==> config.mk <==
export PLATFORM = sky130hd
export DESIGN_NAME = multi_tick_generator
export DESIGN_NICKNAME = d
export VERILOG_FILES = /design/src/rtl/multi_tick_generator.sv
export SDC_FILE = /design/constraint.sdc
export NUM_CORES = 1
export LEC_CHECK = 0
export BUFFER_PORTS_ARGS = -buffer_cell sky130_fd_sc_hd__buf_2
export CORE_MARGIN = 4
export CORE_UTILIZATION = 57
export DETAILED_ROUTE_END_ITERATION = 10
export GPL_ROUTABILITY_DRIVEN = 0
export PLACE_DENSITY_LB_ADDON = 0.05
export SLEW_MARGIN = 30
export SYNTH_ARGS = -nofsm -noshare
export SYNTH_HDL_FRONTEND = slang
export SYNTH_SLANG_ARGS = --single-unit
==> constraint.sdc <==
create_clock -name Clock -period 3.3 [get_ports Clock]
set_clock_uncertainty 0.2 [all_clocks]
set_input_delay 0.66 -clock Clock [delete_from_list [all_inputs] [get_ports Clock]]
set_output_delay 0.66 -clock Clock [all_outputs]
set_load 0.02 [all_outputs]
==> src/rtl/multi_tick_generator.sv <==
// Multi-channel programmable clock-enable generator: per channel a one-cycle Tick every
// div cycles and a 50%-duty Square, with shadowed divisors that switch in at the wrap.
module multi_tick_generator #(
    parameter int unsigned NUM_CH      = 4,
    parameter int unsigned DIV_W       = 26,
    parameter int unsigned DEFAULT_DIV = 25000,
    parameter int unsigned CH_W        = 2
) (
    input  logic              Clock,
    input  logic              Reset,
    input  logic [NUM_CH-1:0] Enable,
    input  logic              Sync,
    input  logic              Load,
    input  logic [CH_W-1:0]   Load_Ch,
    input  logic [DIV_W-1:0]  Load_Div,
    output logic [NUM_CH-1:0] Tick,
    output logic [NUM_CH-1:0] Square,
    output logic [NUM_CH-1:0] Div_Pending
);

    localparam logic [DIV_W-1:0] DefDiv = DIV_W'(DEFAULT_DIV);

    // A zero divisor would never wrap; it is clamped to 1.
    logic [DIV_W-1:0] load_val;
    assign load_val = (Load_Div == '0) ? DIV_W'(1) : Load_Div;

    for (genvar i = 0; i < NUM_CH; i++) begin : g_ch
        logic [DIV_W-1:0] cnt_q, cnt_d;
        logic [DIV_W-1:0] act_q, act_d;
        logic [DIV_W-1:0] shd_q, shd_d;
        logic             tick_q, tick_d;
        logic             sq_q, sq_d;
        logic             pend_q, pend_d;
        logic             load_hit;
        logic             wrap;

        // Out-of-range Load_Ch values match no channel.
        assign load_hit = Load && (Load_Ch == CH_W'(i));
        assign wrap     = (cnt_q == act_q - DIV_W'(1));

        always_comb begin
            cnt_d  = cnt_q;
            act_d  = act_q;
            shd_d  = shd_q;
            tick_d = 1'b0;
            sq_d   = sq_q;
            pend_d = pend_q;
            if (Sync) begin
                cnt_d  = '0;
                sq_d   = 1'b0;
                pend_d = 1'b0;
                act_d  = load_hit ? load_val : shd_q;
                shd_d  = load_hit ? load_val : shd_q;
            end else begin
                if (Enable[i]) begin
                    if (wrap) begin
                        cnt_d  = '0;
                        tick_d = 1'b1;
                        sq_d   = ~sq_q;
                        act_d  = shd_q;
                        pend_d = 1'b0;
                    end else begin
                        cnt_d = cnt_q + DIV_W'(1);
                    end
                end
                // Load wins over the wrap clear so the new value stays pending.
                if (load_hit) begin
                    shd_d  = load_val;
                    pend_d = 1'b1;
                end
            end
        end

        always_ff @(posedge Clock) begin
            if (Reset) begin
                cnt_q  <= '0;
                act_q  <= DefDiv;
                shd_q  <= DefDiv;
                tick_q <= 1'b0;
                sq_q   <= 1'b0;
                pend_q <= 1'b0;
            end else begin
                cnt_q  <= cnt_d;
                act_q  <= act_d;
                shd_q  <= shd_d;
                tick_q <= tick_d;
                sq_q   <= sq_d;
                pend_q <= pend_d;
            end
        end

        assign Tick[i]        = tick_q;
        assign Square[i]      = sq_q;
        assign Div_Pending[i] = pend_q;
    end

endmodule

==> flow_metrics.tcl <==
set metrics [dict create \
    critPathMaxFanout 3 \
    synth_ff_type "dfxtp_1" \
    critPathCaptureType "register" \
    die_w_um 182 \
    status "complete, but fails checks" \
    ys_ff_latch 324 \
    placeableCoreArea_mm2 0.0298 \
    dp_cells 2569 \
    drv_cap 0 \
    core.rowCount 63 \
    wl_per_cell_um 18.3 \
    routed_wirelength_mm 48.6 \
    initial_core_util 0.581 \
    peakVddDrop_uv 391 \
    cts_buffer_depth 3 \
    clock_latency_ps 520 \
    slew_violations 0 \
    worstMarginPinSlew_ps 852 \
    root_buffer "clkbuf_16" \
    clkSlewWorstSetupHoldPaths_ps 70 \
    port_buffers 47 \
    fin_crit_sh 1.02 \
    diodes 0 \
    rrSetupSlack_ps -50 \
    hold_violations 0 \
    p_per_area_mw_per_mm2 441 \
    first_iter_violations 1198 \
    hp-class "register to register" \
    postSynthCellCount 2124 \
    grt_pass1_wl_mm 77.0 \
    worstPathArrival_ps 3590 \
    grt_pass1_vias 15100 \
    routed_via_density 6.02 \
    grt-ovfl-total 0 \
    dp_hpwl_mm 32.8 \
    cts_tree "yes" \
    critPathRequiredTime_ps 3540 \
    critical_path.startpoint_type "register" \
    avgSynthCellArea_um2 8.15 \
    max_freq_mhz 299 \
    yosys_warnings 0 \
    drc 0 \
    setup_violations 49 \
    detailedPlace.worstSlack_ps -116 \
    die_area_mm2 0.0332 \
    cts.sinks 324 \
    area_delta_synth_final_pct 20.7 \
    fin_ws_ps -49.7 \
    synthDistinctLibCells 81 \
    ant_nets 0 \
    relSlewSlack 0.432 \
    stdcell_count 2656 \
    seq_area_frac_synth 0.375 \
    postCtsHoldBufs 0 \
    power.leakage_nw 7.53 \
    violations "setup timing" \
    h-tree-depth 2 \
    io_pins 48 \
    grt_setup_unrepaired "yes" \
    layout-drive-gt1-share 0.190 \
    synth_async_sr_flop_share 0 \
    syn_nets 2168 \
    first_pass_iters 5 \
    track_usage 0.276 \
    grt_max_degree 79 \
    synth.cell_area_mm2 0.0173 \
    antenna_found_initial 2 \
    die_y_um 182 \
    timing_worst_setup_path_type "register to register" \
    synth_edf_count 0 \
    cts-buffers-inserted 36 \
    finalNetCount 2287 \
    period_needed_ps 3350 \
    via_count 16000 \
]
## what timing repair did
action	4_1_cts	5_1_grt
pin swaps	15	46
setup endpoints to repair	140	211
gates resized for setup	29	94
cloned	1	6
buffers inserted	4	15
## logic make-up after synthesis
logic type	share of synthesized area
and+or+nand+nor	0.275
AOI/OAI and AO/OA	0.138
DFF	0.375
xor gates and xnor gates	0.113
buffers and inverters	0.0457
muxes	0.0482
adders and majority gates	0.00578
## cells in the mapped netlist (all sizes together) (7+ instances only)
library cell	instances	area, um^2
nor4	43	337
or4	22	169
dfxtp	324	6490
nand4	55	344
buf	34	223
a21oi	107	536
nor3	89	445
a31oi	28	175
a211o	11	96.3
clkbuf	121	455
or3	17	111
inv	30	113
mux2i	80	801
nor2	146	548
o211ai	14	105
nor2b	18	113
o21ai	90	450
nand3b	31	233
nor4b	10	87.6
and2	27	169
xor2	98	858
a311o	19	190
nand4b	12	105
a211oi	9	67.6
xnor2	122	1070
ha	8	100
nand3	73	365
a21o	22	165
and3	31	194
nand2b	20	125
nand2	310	1160
and4	7	61.3
## stage by stage
stage | TNS (ps) | power [mW] | util | hold slack (ps) | area (um^2)
6_report | -825 | 9.21 | 0.701 | 274 | 20900
3_5_place_dp | -5240 | 5.14 | 0.634 | 267 | 18900
3_3_place_gp | -1830 | 5.12 | 0.634 | 257 | 18900
2_1_floorplan | -2370 | 4.78 | - | 247 | 17500
4_1_cts | -128 | 9.21 | 0.680 | 273 | 20300
5_1_grt | -13450 | 9.53 | 0.701 | 272 | 20900
## layout by cell type (no fill, tap or decap), types with 8 or more instances in the layout
| master | n |
|---|---|
| nand4_1 | 55 |
| a31oi_1 | 27 |
| nor4_1 | 24 |
| or4_4 | 12 |
| nor2b_1 | 18 |
| clkbuf_8 | 8 |
| nand3b_1 | 31 |
| nor3_1 | 82 |
| a211o_1 | 11 |
| a311o_1 | 19 |
| a21oi_1 | 105 |
| xnor2_1 | 121 |
| xor2_1 | 98 |
| buf_4 | 164 |
| buf_6 | 8 |
| a21o_1 | 22 |
| clkbuf_16 | 42 |
| and2_1 | 25 |
| or3_1 | 14 |
| inv_1 | 26 |
| dfxtp_1 | 316 |
| mux2i_1 | 76 |
| o21ai_0 | 48 |
| nand4b_1 | 12 |
| nor2_1 | 125 |
| nor2_4 | 16 |
| buf_12 | 13 |
| o21ai_1 | 40 |
| or4_1 | 10 |
| and3_1 | 31 |
| nand2b_1 | 19 |
| nand3_1 | 66 |
| nand2_1 | 310 |
| o211ai_1 | 14 |
| nor4_2 | 12 |
| buf_2 | 45 |
## area by class of cell
cell class,instances,area [um^2]
clock inverter,12,141
clock buffer,49,1050
tap,390,488
multi-input combinational,1615,10600
fill,2433,8890
timing repair buffer,236,1960
inverter,30,113
sequential,324,6500
## path summary, 6_finish.rpt
path | startpoint | to | depth (start not counted)
max | g_ch[0].act_q[20]$_SDFFE_PP0P_ | g_ch[0].sq_q$_SDFFE_PP0P_ | 8
min | g_ch[1].pend_q$_SDFFE_PP0P_ | g_ch[1].pend_q$_SDFFE_PP0P_ | 2
max reg2reg | g_ch[0].act_q[20]$_SDFFE_PP0P_ | g_ch[0].sq_q$_SDFFE_PP0P_ | 8
min reg2reg | g_ch[1].pend_q$_SDFFE_PP0P_ | g_ch[1].pend_q$_SDFFE_PP0P_ | 2
## power by group
part	switching (mW)	internal, mW
registers	0.0871	4.02
logic	0.614	0.424
clock network	1.61	2.46
## critical path, cell delays in order (launching register included)
cell and delay (ps):
dfxtp_2 320, or3_4 370, or4_4 480, a2111o_1 430, a221oi_2 240, or4b_4 480
nand4b_1 250, or3_1 390, a21oi_2 120
## state kept, by name, indices dropped and copies added, names as in the netlist
name	cells
g_ch.act_q	104
g_ch.cnt_q	104
g_ch.shd_q	104
g_ch.pend_q	4
g_ch.sq_q	4
g_ch.tick_q	4
## metal layers
layer	up-vias	GRT usage	wire length [um]
li1	7748	-	-
met1	7624	0.364	21000
met2	500	0.462	23000
met3	110	0.0482	3080
met4	4	0.0886	1430
met5	-	0	26
Power figures use the tool's default switching activity.
